`config.mk`:
```
export PLATFORM = sky130hd
export DESIGN_NAME = frv_dmem_arbiter
export DESIGN_NICKNAME = d
export VERILOG_FILES = /design/src/rtl/frv_dmem_arbiter.sv
export SDC_FILE = /design/constraint.sdc
export NUM_CORES = 1
export LEC_CHECK = 0
export CORE_AREA = 4 4 108 110
export DETAILED_ROUTE_END_ITERATION = 8
export DIE_AREA = 0 0 112 114
export SYNTH_ARGS = -nofsm -noshare
export SYNTH_HDL_FRONTEND = slang
export SYNTH_SLANG_ARGS = --single-unit
```
`constraint.sdc`:
```
create_clock -name g_clk -period 1.87 [get_ports g_clk]
set_clock_uncertainty 0.1 [all_clocks]
set_input_delay 0.374 -clock g_clk [delete_from_list [all_inputs] [get_ports g_clk]]
set_output_delay 0.374 -clock g_clk [all_outputs]
set_load 0.03 [all_outputs]
```
`src/rtl/frv_dmem_arbiter.sv`:
```
// Two-port data-memory arbiter: port 0 (LSU) has fixed priority. Port 1 gets a
// starvation guard. The grant stays locked across a stalled access.
module frv_dmem_arbiter #(
  parameter int unsigned STARVE_LIMIT = 4,
  parameter int unsigned SW           = 8
) (
  input  logic        g_clk,
  input  logic        g_reset,
  input  logic [1:0]  req_cen,
  input  logic [1:0]  req_wen,
  input  logic [7:0]  req_strb,
  input  logic [63:0] req_addr,
  input  logic [63:0] req_wdata,
  output logic [1:0]  req_stall,
  output logic [1:0]  req_error,
  output logic [31:0] req_rdata,
  output logic        dmem_cen,
  output logic        dmem_wen,
  output logic [3:0]  dmem_strb,
  output logic [31:0] dmem_addr,
  output logic [31:0] dmem_wdata,
  input  logic        dmem_stall,
  input  logic        dmem_error,
  input  logic [31:0] dmem_rdata,
  output logic [1:0]  arb_owner
);

  typedef enum logic [1:0] {
    IDLE  = 2'd0,
    LOCK0 = 2'd1,
    LOCK1 = 2'd2
  } state_e;

  localparam logic [SW-1:0] LIMIT = SW'(STARVE_LIMIT);

  state_e        state_q, state_d;
  logic [SW-1:0] starve_q, starve_d;
  logic [1:0]    owner_q, owner_d;
  logic [1:0]    grant;
  logic          done;

  // Grant is combinational so an IDLE request reaches memory in the same cycle.
  always_comb begin
    // NOTE: every always_comb output gets a default first so no latch is inferred.
    grant = 2'b00;
    if (!g_reset) begin
      case (state_q)
        IDLE: begin
          if (req_cen[1] && (!req_cen[0] || (starve_q >= LIMIT))) grant = 2'b10;
          else if (req_cen[0])                                    grant = 2'b01;
        end
        LOCK0:   grant = {1'b0, req_cen[0]};
        LOCK1:   grant = {req_cen[1], 1'b0};
        default: grant = 2'b00;
      endcase
    end
  end

  assign dmem_cen   = |grant;
  assign dmem_wen   = (grant[0] & req_wen[0]) | (grant[1] & req_wen[1]);
  assign dmem_strb  = ({4{grant[0]}} & req_strb[3:0]) | ({4{grant[1]}} & req_strb[7:4]);
  assign dmem_addr  = ({32{grant[0]}} & req_addr[31:0]) | ({32{grant[1]}} & req_addr[63:32]);
  assign dmem_wdata = ({32{grant[0]}} & req_wdata[31:0]) | ({32{grant[1]}} & req_wdata[63:32]);

  assign done      = dmem_cen & ~dmem_stall;
  assign req_stall = req_cen & ~(grant & {2{~dmem_stall}});
  assign req_error = grant & {2{done & dmem_error}};
  assign req_rdata = dmem_rdata;
  assign arb_owner = g_reset ? 2'b00 : (owner_q | grant);

  always_comb begin
    state_d  = state_q;
    starve_d = starve_q;
    owner_d  = 2'b00;
    case (state_q)
      IDLE: begin
        if (grant[0] && dmem_stall)      state_d = LOCK0;
        else if (grant[1] && dmem_stall) state_d = LOCK1;
      end
      LOCK0:   if (!req_cen[0] || !dmem_stall) state_d = IDLE;
      LOCK1:   if (!req_cen[1] || !dmem_stall) state_d = IDLE;
      default: state_d = IDLE;
    endcase
    // The counter is frozen while port 1 itself holds the lock.
    if (state_q != LOCK1) begin
      if (!req_cen[1] || (grant[1] && done)) starve_d = '0;
      else if (starve_q < LIMIT)             starve_d = starve_q + SW'(1);
    end
    case (state_d)
      LOCK0:   owner_d = 2'b01;
      LOCK1:   owner_d = 2'b10;
      default: owner_d = 2'b00;
    endcase
  end

  always_ff @(posedge g_clk) begin
    // NOTE: sequential state uses non-blocking assignments only.
    if (g_reset) begin
      state_q  <= IDLE;
      starve_q <= '0;
      owner_q  <= 2'b00;
    end else begin
      state_q  <= state_d;
      starve_q <= starve_d;
      owner_q  <= owner_d;
    end
  end

endmodule

```
After elaboration in Yosys (flattened, before gate mapping)
Index checks and enable logic that the tools add are counted.

Order comparisons: 2. Bitwise operators: 20. Add/subtract/negate cells: 1. Equal/unequal tests: 5. Multiplexer cells: 13. Reductions and logical operators: 15.

Operator list (count): 32-bit bitwise AND (4); 32-bit OR (2); 8-bit 2-to-1 mux (2); 2-bit 2-to-1 mux (7); 2-bit one-hot mux with 3 select lines (2); 8-bit by 1-bit adder with 8-bit output, second input constant (1); 4-bit bitwise AND (2); 8-bit by 3-bit greater-or-equal comparator with 1-bit output, second input constant (1); 8-bit by 3-bit less-than comparator with 1-bit output, second input constant (1); 2-bit bitwise AND (3); 1-bit bitwise AND (4); 2-bit by 1-bit == test with 1-bit output, second input constant (2); 2-bit == test, second input constant (2); 1-bit logical AND (4); 1-bit logical OR (4); 4-bit OR (1); 2-bit one-hot mux with 2 select lines (1); 1-bit zero test (3); 2-bit zero test (1); 2-bit != test, second input constant (1); 2-bit inverter (1); 2-bit OR (1); 2-bit AND reduction (1); 2-bit nonzero test (1); 4 further kinds (4).

Register bits after elaboration: 12. Input bits: 176. Logic and storage cells: 59.

Logic depth before layout (Yosys ltp)
Gate-level depths: netlist of run 1.

Depth after elaboration: 12. Gate-level depth with buffers: 6. Mapped depth without buffers: 5.

Worst setup path after synthesis of run 1
OpenSTA, ideal clock, no wires.

Kind: reg-to-output. Start point: register starve_q[5]. End point: output req_stall[1]. Path slack: -0.409 ns. Path buffers: 2. Data arrival time: 1.805 ns. Required time: 1.396 ns. Stages on the path, launching flop included: 7. Cell sequence: dfxtp_1 > nor4_4 > and2_1 > a2111oi_4 > buf_2 > buf_2 > a21oi_1.

Word-level cells in the longest chain between the ends: 9.

RTL lines: start, declared (line 37) `logic [SW-1:0] starve_q, starve_d;`; start signal, assigned (line 104) `starve_q <= starve_d;`; 8-bit by 3-bit greater-or-equal comparator with 1-bit output (line 49) `if (req_cen[1] && (!req_cen[0] || (starve_q >= LIMIT))) grant = 2'b10;`; 1-bit logical OR (line 49); 1-bit logical AND (line 49); 2-bit 2-to-1 mux (line 49); 2-bit one-hot mux with 3 select lines (line 47) `case (state_q)`; 2-bit 2-to-1 mux (line 46) `if (!g_reset) begin`; 2-bit bitwise AND (line 66) `assign req_stall = req_cen & ~(grant & {2{~dmem_stall}});`; 2-bit inverter (line 66); 2-bit bitwise AND (line 66); end, declared (line 14) `output logic [1:0] req_stall,`.

No other way between the ends.

Worst setup path in the final report of run 1
Start point: register starve_q[5]. End point: output dmem_addr[31].

Word-level cells in the longest chain between the ends: 8. Elaborated cells between the ends (all ways): 9. Those cells by class: 1 x order compare; 3 x mux; 3 x bitwise; 2 x reduce/logical.

RTL lines: 8-bit by 3-bit greater-or-equal comparator with 1-bit output (*) (line 49); 1-bit logical OR (*) (line 49); 1-bit logical AND (*) (line 49); 2-bit 2-to-1 mux (*) (line 49); 2-bit one-hot mux with 3 select lines (*) (line 47); 2-bit 2-to-1 mux (*) (line 46); 32-bit bitwise AND (line 62) `assign dmem_addr = ({32{grant[0]}} & req_addr[31:0]) | ({32{grant[1]}} & req_addr[63:32]);`; 32-bit OR (*) (line 62); end, declared (line 20) `output logic [31:0] dmem_addr,`.

Every way passes the cells marked *; elsewhere a longest branch is shown, timed or not.

==> summary.md, run 1 <==
| Metric | Value |
|---|---|
| Status | `finished with violations` |
| Failing checks | `setup timing` |
| Hpwl dp | `~7.5 mm` |
| TritonCTS clock tree | `yes` |
| DIE WIDTH | `112 um` |
| Worst-Skew Late Latency | `approximately 0.23 ns` |
| Core Area | `10700 sq um` |
| Total GRT Usage | `0.142` |
| Type of the most critical hold path | `register to register` |
| Overall power | `~0.0018 W` |
| Max_slew headroom | `0.792` |
| CP endpoint kind | `output pin` |
| HP Start | `starve_q[7]$_SDFFE_PP0P_` |
| Initial DRC count | `50` |
| Gp weighted congestion | `0.792` |
| Initial antenna violation count | `0` |
| Critical path startpoint | `starve_q[5]$_SDFFE_PP0P_` |
| TritonCTS buffer count | `3` |
| Post-detailed-route via-to-cell ratio | `around 4.4` |
| Routed vias | `2444` |
| Vias in the first global route | `roughly 2800` |
| Wirelength per Cell | `between 15 and 20 um` |
| Leak pwr | `2.19 nW` |
| Count leader, synth | `a22o_1` |
| Routed wire length | `~11 mm` |
| Worst-margin pin slew | `between 0.3 and 0.4 ns` |
| Max-slew violations | `0` |
| Grt ovf | `0` |
| Nets | `between 500 and 600` |
| DRT Pass-1 Iters | `4` |
| Worst Path Required | `about 1.4 ns` |
| Crit path arrival time | `roughly 2.1 ns` |
| Maximum VDD drop | `~190 uV` |
| Count of cell types in the netlist | `32` |
| H-tree Lvls | `1` |
| Final ANT Viol Nets | `0` |
| Syn_nets | `~370` |
| Die Y | `about 110 um` |
| WP buf/inv | `4` |
| Final WS setup | `-0.671 ns` |
| ANT cells | `0` |
| Maximum clock path buffer count | `2` |
| CP peak stage delay | `around 0.35 ns` |
| CTS Sinks | `12` |
| Yosys reg bits | `12` |
| Post-Syn Area | `about 1600 sq um` |
| First-pass GRT wire length | `between 10 and 15 mm` |
| Post-Syn Area per Cell | `between 8 and 9 sq um` |
| Buffers on Ports | `approximately 220` |
| Unrepaired setup endpoints after global routing | `true` |
| Post-synth EDFFs | `0` |
| CP delay by family, top | `buffers and inverters` |
| Syn Inst Count | `about 190` |
| Placement Cell Area | `4020 sq um` |
| WS Path Type | `register to output pin` |
| Fmax | `~0.39 GHz` |
| Clock Pin Slew Worst Setup and Hold Paths | `0.05 ns` |
| Root buf cell | `clkbuf_8` |
| Critical path, cell by cell | `nor4_4 -> buf_4 -> and2_4 -> a2111oi_4 -> buf_6 -> clkbuf_16 -> a22o_4 -> buf_6` |
| Sequential fraction of the synthesis area | `0.152` |
| Synth async-reset ratio | `0` |
| IO Count | `284` |
| CP max FO | `9` |
| Max Cap Violations | `0` |
| DRC viols | `0` |
| Post-synth top flop | `dfxtp_1` |
| Layout area overhead | `218%` |
| Top cell type's share of synthesized area | `0.383` |
| Initial core utilization | `0.147` |
| Top post-synthesis cells by count | `69 x a22o_1, 39 x buf_4, 12 x dfxtp_1, 7 x buf_2, 7 x inv_1` |
| Top cells by area, synth | `a22o_1 38%, buf_4 19%, dfxtp_1 15%` |
| Synth warnings | `0` |
| Row cnt | `38` |
| Fin crit share | `1.36` |
| Die Area | `between 10000 and 15000 sq um` |
| Layout cells sized above 1 | `0.533` |
| Fin. Hold Viols | `0` |
| Total power per unit cell area | `350 nW/um^2` |
| Hold_buf cts | `0` |
| CP startpoint kind | `register` |
| Synth area leader | `a22o_1` |
| Origin of the critical flop-to-flop path | `starve_q[5]$_SDFFE_PP0P_` |
| CP max-delay cell | `nor4_4` |
| Final-report setup violation count | `77` |
| Cell area after layout | `around 5000 sq um` |
| CP most frequent cell | `buf_6` |
| Largest net degree at the start of global routing | `35` |
| Min Tclk post-route | `2.54 ns` |
==> metal layers <==
layer,global-route usage,routed length [um],share of wire,up-vias
met5,0,0,0,-
met4,0.0264,119,0.011,0
met2,0.269,6030,0.56,120
li1,-,-,-,1163
met1,0.161,3870,0.36,1143
met3,0.0377,807,0.075,18
==> layout by cell type, fill, tap and decap left out, types with 2 or more instances in the layout <==
| cell type | count |
|---|---|
| a21oi_1 | 4 |
| clkdlybuf4s50_1 | 140 |
| dlygate4sd2_1 | 3 |
| and2_1 | 4 |
| a22o_4 | 42 |
| buf_4 | 28 |
| nand2_1 | 4 |
| buf_12 | 12 |
| a31oi_1 | 2 |
| buf_6 | 80 |
| buf_16 | 3 |
| o22ai_1 | 2 |
| and3_1 | 3 |
| inv_1 | 6 |
| nor2_1 | 5 |
| dfxtp_2 | 3 |
| a22o_2 | 27 |
| a21o_4 | 2 |
| clkbuf_8 | 3 |
| dfxtp_1 | 9 |
| ha_1 | 2 |
| and3_4 | 2 |
| clkbuf_16 | 8 |
==> report_power, final <==
group | leakage (nW) | internal (W) | total [W] | switching [W]
clock | 0.0216 | 0.000141 | 0.000230 | 0.0000881
combinational | 2.07 | 0.000746 | 0.00126 | 0.000514
sequential | 0.0989 | 0.000261 | 0.000267 | 0.00000539
total | 2.19 | 0.00115 | 0.00176 | 0.000608
==> sequential cells by signal, summed over array words and instances, names as in the netlist <==
| signal | count |
|---|---|
| owner_q | 2 |
| starve_q | 8 |
| state_q | 2 |
==> logic make-up (layout without fill, tap and decap cells) <==
logic type                 Yosys count  count (layout)  synth area share
buffers and inverters               55             285             0.229
and+or+nand+nor                     30              30             0.117
AOI/OAI and AO/OA                   88              88             0.479
xor gates and xnor gates             1               1           0.00556
adders and majority gates            2               2            0.0159
DFF                                 12              12             0.152
==> through the flow <==
| stage | worst slack (ns) | instances | hold WS (ns) | util | setup TNS [ns] |
|---|---|---|---|---|---|
| finish | -0.671 | 558 | 0.401 | 0.469 | -46.86 |
| global route | -0.774 | 558 | 0.412 | 0.469 | -54.34 |
| CTS | -0.708 | 546 | 0.401 | 0.430 | -49.37 |
| detailed placement | -0.696 | 535 | 0.395 | 0.376 | -51.01 |
| global placement | -0.668 | 535 | 0.395 | 0.376 | -49.50 |
| floorplan | -0.203 | 188 | 0.374 | - | -12.52 |
==> path summary, 6_finish.rpt <==
| check | endpoint | slack [ns] | cells after the start |
|---|---|---|---|
| setup / recovery | dmem_addr[31] | -0.67 | 8 |
| hold / removal | starve_q[7]$_SDFFE_PP0P_ | 0.40 | 1 |
| setup reg to reg | state_q[0]$_SDFF_PP0_ | -0.01 | 7 |
| hold reg to reg | starve_q[7]$_SDFFE_PP0P_ | 0.40 | 1 |
==> repair_timing <==
action | CTS | global route
buffers inserted | 5 | 3
pin swaps | 4 | 21
endpoints found under the setup margin | 76 | 81
gates cloned | 3 | 11
gates resized for setup | 103 | 28
==> layout make-up <==
type,count,area (sq um)
Fill cell,995,5680
Inverter,7,26.3
Tap cell,140,175
Multi-Input combinational cell,121,1450
Timing Repair Buffer,275,3080
Clock buffer,3,41.3
Sequential cell,12,244
Note: power is estimated with default switching activity, not from simulation.
==> run 2, diff against run 1 <==
CORE_AREA = 5 5 106 108   (was 4 4 108 110)
DIE_AREA = 0 0 111 113   (was 0 0 112 114)
PLACE_DENSITY = 0.67   (was default)
==> summary.md, run 2 (synthesis results as in run 1) <==
| Metric | Value |
|---|---|
| Status | `finished with violations` |
| Failing checks | `setup timing` |
| IO Count | `about 280` |
| Overall power | `~0.0017 W` |
| CP startpoint kind | `register` |
| Max Cap Violations | `0` |
| Routed wire length | `about 10 mm` |
| WS Path Type | `register to output pin` |
| Final core occ | `0.453` |
| Worst-margin pin slew | `approximately 0.42 ns` |
| Layout area overhead | `191%` |
| Most common cell after layout, fill and taps aside | `clkdlybuf4s50_1` |
| Row cnt | `37` |
| CTS Sinks | `12` |
| Setup TNS | `-47.79 ns` |
| Final WS setup | `-0.683 ns` |
| Critical path, cell by cell | `nor4_4 -> buf_4 -> and2_4 -> a2111oi_4 -> buf_6 -> buf_12 -> clkbuf_16 -> a22o_2 -> buf_6` |
| Maximum VDD drop | `between 150 and 200 uV` |
| Crit path arrival time | `~2.1 ns` |
| Largest register FFs | `8` |
| Grt ovf | `0` |
| Leak pwr | `1.97 nW` |
| Origin of the critical flop-to-flop path | `starve_q[5]$_SDFFE_PP0P_` |
| Fmax | `between 0.3 and 0.4 GHz` |
| Final-report setup violation count | `76` |
| Initial DRC count | `98` |
| Fin crit share | `1.37` |
| TritonCTS clock tree | `yes` |
| Reg with most FFs | `starve_q` |
| CP max FO | `6` |
| CP max-delay cell | `dfxtp_2` |
| Gp weighted congestion | `approximately 0.86` |
| Maximum clock path buffer count | `2` |
| DRT Pass-1 Iters | `4` |
| Die Area | `12500 sq um` |
| Largest registers | `starve_q: 8 flops, owner_q: 2 flops, state_q: 2 flops` |
| Nets | `between 500 and 600` |
| CP delay by family, top | `buffers and inverters` |
| Initial antenna violation count | `0` |
| Root buf cell | `clkbuf_8` |
| Worst R2R Path Depth | `7` |
| Worst R2R End | `owner_q[0]$_SDFF_PP0_` |
| Worst Path Required | `approximately 1.4 ns` |
| First-pass GRT wire length | `14.7 mm` |
| ANT cells | `0` |
| CP peak stage delay | `0.33 ns` |
| Slack of the worst reg-to-reg path | `0.07 ns` |
| CP endpoint kind | `output pin` |
| DIE WIDTH | `111 um` |
| Wirelength per Cell | `roughly 19 um` |
| HP Start | `starve_q[7]$_SDFFE_PP0P_` |
| Hold EP | `starve_q[7]$_SDFFE_PP0P_` |
| Clock Pin Slew Worst Setup and Hold Paths | `0.05 ns` |
| TritonCTS buffer count | `3` |
| WP buf/inv | `5` |
| Final ANT Viol Nets | `0` |
| Unrepaired setup endpoints after global routing | `true` |
| Commonest cells after routing, fill and taps aside | `140 x clkdlybuf4s50_1, 72 x buf_6, 55 x a22o_2, 28 x buf_4` |
| Buffers on Ports | `around 220` |
| Max_slew headroom | `0.721` |
| Min Tclk post-route | `approximately 2.6 ns` |
| Fin. Hold Viols | `0` |
| Total power per unit cell area | `between 300 and 400 nW/um^2` |
| Minimum hold slack | `a little over 0.4 ns` |
| Largest net degree at the start of global routing | `21` |
| H-tree Lvls | `1` |
| Max-slew violations | `0` |
| Layout cells sized above 1 | `0.519` |
| Worst-Skew Late Latency | `approximately 0.24 ns` |
| Hold path cells | `1` |
| Hpwl dp | `around 7.5 mm` |
| Post-detailed-route via-to-cell ratio | `~4.5` |
| Core Area | `10100 sq um` |
| Vias in the first global route | `~2700` |
| CP most frequent cell | `buf_6` |
| Routed vias | `approximately 2400` |
| Die Y | `113 um` |
| Type of the most critical hold path | `register to register` |
| Total GRT Usage | `0.146` |
| DRC viols | `0` |
| Initial core utilization | `0.155` |
run 2: where the power goes:
part / internal (W) / switching [W] / total (W)
clock: 0.000142 / 0.0000921 / 0.000234
sequential: 0.000261 / 0.00000601 / 0.000267
combinational: 0.000680 / 0.000477 / 0.00116
total: 0.00108 / 0.000575 / 0.00166
run 2: timing repair:
action,CTS,global route
hold buffers,0,0
resized for setup,94,9
endpoints found under the setup margin,77,81
cloned,3,2
pin swaps,7,3
setup buffers,13,0
run 2: metal layers:
layer  global-route usage  up-vias  wire length [um]
li1                     -     1135                 -
met3               0.0449       27               794
met4               0.0328        0               231
met5                    0        -                 0
met1                0.150     1105              3440
met2                0.288      152              5550
run 2: final cells by class:
type | instances | area [sq um]
flip-flops and latches | 12 | 245
multi-input cells | 121 | 1240
well taps | 136 | 170
repair buffers | 262 | 2870
clock buffers | 3 | 41.3
inverters | 7 | 26.3
fillers | 934 | 5550
run 2: worst max-delay path by stage:
| stage | depth (start not counted) | end | slack, ns | startpoint |
|---|---|---|---|---|
| final | 9 | dmem_strb[1] | -0.68 | starve_q[5]$_SDFFE_PP0P_ |
| after floorplan | 6 | dmem_addr[10] | -0.20 | starve_q[5]$_SDFFE_PP0P_ |
| after CTS | 8 | req_error[0] | -0.70 | starve_q[7]$_SDFFE_PP0P_ |
| after global routing | 8 | dmem_wdata[2] | -0.80 | starve_q[5]$_SDFFE_PP0P_ |
| after detailed placement | 7 | dmem_addr[16] | -0.86 | req_cen[1] |
| after global placement | 7 | dmem_addr[16] | -0.82 | req_cen[1] |
run 2: per-stage QoR:
step / instances / worst slack (ns) / cell area [sq um]
finish: 541 / -0.683 / 4590
floorplan: 188 / -0.203 / 1770
CTS: 539 / -0.705 / 4490
detailed placement: 522 / -0.860 / 3950
global route: 541 / -0.801 / 4590
global placement: 522 / -0.824 / 3950
run 2: worst register-to-register path, cell delays in order (launching register included):
cell and delay, ns:
dfxtp_2 0.33, nor4_4 0.31, buf_4 0.18, a211oi_4 0.07, nor4b_4 0.27, buf_4 0.21
clkbuf_16 0.17, and2_1 0.12
==> run 3, diff against run 2 <==
CAP_MARGIN = 15   (was default)
CORE_AREA = 5 5 107 109   (was 5 5 106 108)
CTS_CLUSTER_DIAMETER = 80   (was default)
DIE_AREA = 0 0 112 114   (was 0 0 111 113)
PLACE_DENSITY = default   (was 0.67)
clock period = 2.9 ns   (was 1.87 ns; I/O delays follow)
==> summary.md, run 3 (synthesis results as in run 1) <==
| Metric | Value |
|---|---|
| Layout cells sized above 1 | `0.321` |
| Min Tclk post-route | `approximately 2.8 ns` |
| Vias in the first global route | `2386` |
| Core Area | `around 11000 sq um` |
| Overall power | `~0.0010 W` |
| IO Count | `roughly 280` |
| Row cnt | `38` |
| Grt ovf | `0` |
| WS Path Type | `register to output pin` |
| Root buf cell | `clkbuf_8` |
| TritonCTS buffer count | `3` |
| Leak pwr | `around 1.8 nW` |
| DRC viols | `0` |
| Final ANT Viol Nets | `0` |
| Hold path cells | `2` |
| Met2 WL | `5.23 mm` |
| Worst Path Required | `between 2 and 2.5 ns` |
| Worst-Skew Late Latency | `0.24 ns` |
| Initial antenna violation count | `1` |
| Wirelength per Cell | `~19 um` |
| Largest registers | `starve_q: 8 flops, owner_q: 2 flops, state_q: 2 flops` |
| Worst R2R Path Depth | `7` |
| Post-detailed-route via-to-cell ratio | `4.38` |
| Hold EP | `starve_q[3]$_SDFFE_PP0P_` |
| Origin of the critical flop-to-flop path | `starve_q[5]$_SDFFE_PP0P_` |
| Maximum VDD drop | `168 uV` |
| Final core occ | `0.399` |
| Buffers on Ports | `219` |
| H-tree Lvls | `1` |
| Die Area | `12800 sq um` |
| Placed insts | `around 500` |
| Final cell count without fillers | `530` |
| Max Cap Violations | `0` |
| Setup TNS | `0 ns` |
| Routed vias | `between 2000 and 2500` |
| CP max-delay cell | `dfxtp_2` |
| Commonest cells after routing, fill and taps aside | `141 x clkdlybuf4s50_1, 62 x a22o_1, 59 x buf_4, 17 x buf_6, 17 x buf_12` |
| Largest net degree at the start of global routing | `31` |
| Fin crit share | `0.972` |
| Nets | `roughly 570` |
| Hpwl dp | `about 7.6 mm` |
| Reg with most FFs | `starve_q` |
| Final-report setup violation count | `0` |
| Clock Pin Slew Worst Setup and Hold Paths | `around 0.050 ns` |
| DRT Pass-1 Iters | `4` |
| DIE WIDTH | `112 um` |
| Status | `complete, no violations` |
| Initial core utilization | `0.150` |
| Fin. Hold Viols | `0` |
| Gp weighted congestion | `0.869` |
| Slack of the worst reg-to-reg path | `between 1 and 1.5 ns` |
| Total power per unit cell area | `248 nW/um^2` |
| CP startpoint kind | `register` |
| CP max FO | `7` |
| Unrepaired setup endpoints after global routing | `false` |
| Largest register FFs | `8` |
| Multi-input gate area | `between 1000 and 1500 sq um` |
| Routed wire length | `9.83 mm` |
| First-pass GRT wire length | `13.5 mm` |
| CP endpoint kind | `output pin` |
| Critical path, cell by cell | `nor2_1 -> and2_2 -> a2111oi_4 -> buf_6 -> buf_12 -> clkbuf_16 -> or2_2 -> buf_4` |
| CP peak stage delay | `0.33 ns` |
| Hold_buf cts | `0` |
| Max Used Layer | `met4` |
| Sequential Area | `between 200 and 250 sq um` |
| Max-slew violations | `0` |
| Worst R2R End | `state_q[0]$_SDFF_PP0_` |
| Total GRT Usage | `0.131` |
| Minimum hold slack | `~0.41 ns` |
| Maximum clock path buffer count | `2` |
| Met1 WL | `approximately 3.5 mm` |
| Fmax | `roughly 0.35 GHz` |
| Max_slew headroom | `0.735` |
| Layout area overhead | `166%` |
| Most common cell after layout, fill and taps aside | `clkdlybuf4s50_1` |
| Crit path arrival time | `between 2 and 2.5 ns` |
| Wire length on met3 | `roughly 920 um` |
| Initial DRC count | `94` |
| Worst-margin pin slew | `between 0.3 and 0.4 ns` |
| TritonCTS clock tree | `yes` |
| FILL cells | `1013` |
| Die Y | `114 um` |
| CTS Sinks | `12` |
| Type of the most critical hold path | `register to register` |
| HP Start | `starve_q[3]$_SDFFE_PP0P_` |
-- run 3: cell types whose count changed in the layout (fill, tap and decap cells not counted), sizes merged --
cell | before | now
dlygate4sd2 | 1 | 2
buf | 117 | 97
dlymetal6s2s | 2 | 0
diode | 0 | 1
clkdlybuf4s15 | 0 | 1
bufbuf | 0 | 1
clkdlybuf4s50 | 140 | 141
clkbuf | 5 | 7
-- run 3: stage by stage --
step,instance area [sq um],setup WS [ns]
2_1_floorplan,1580,0.415
3_3_place_gp,3730,-0.152
3_5_place_dp,3730,-0.198
4_1_cts,4020,-0.00774
5_1_grt,4190,0.000220
6_report,4190,0.0803
-- run 3: routing by layer --
metal | vias to the layer above | GRT usage
li1 | 1097 | -
met1 | 1064 | 0.143
met2 | 136 | 0.247
met3 | 22 | 0.0382
met4 | 0 | 0.0313
met5 | - | 0
-- run 3: cell type report --
class / count / share of cell area
Clock buffer: 4 / 0.0131
Timing Repair Buffer: 245 / 0.625
Inverter: 7 / 0.00627
Multi-Input combinational cell: 121 / 0.255
Antenna cell: 1 / 0.000597
Tap cell: 140 / 0.0418
Sequential cell: 12 / 0.0582
-- run 3: worst max-delay path by stage --
stage,cells past startpoint,end,start
after floorplan,6,req_stall[1],starve_q[5]$_SDFFE_PP0P_
after global placement,7,dmem_wdata[27],req_cen[0]
after detailed placement,7,dmem_wdata[27],req_cen[0]
after CTS,8,dmem_wdata[14],starve_q[7]$_SDFFE_PP0P_
after global routing,8,req_error[0],starve_q[5]$_SDFFE_PP0P_
final,8,dmem_cen,starve_q[3]$_SDFFE_PP0P_
-- run 3: timing repair --
item | in CTS | in global routing
cloned | 4 | 4
setup endpoints to repair | 74 | 66
setup buffers | 4 | 1
pin swaps | 4 | 9
gates resized for setup | 19 | 23
-- run 3: worst max-delay path: cells and delay by family, from the launching register on --
kind | cells | cell delay [ns]
compound gates | 1 | 0.10
simple gates | 3 | 0.85
buf+inv | 4 | 0.61
flops | 1 | 0.33
-- run 3: power breakdown --
part           total, W  switching [W]  leakage (nW)  internal [W]
Combinational  0.000687       0.000291          1.66      0.000396
Sequential     0.000173     0.00000475        0.0989      0.000168
Clock          0.000182      0.0000619        0.0288      0.000120
Total           0.00104       0.000358          1.79      0.000684
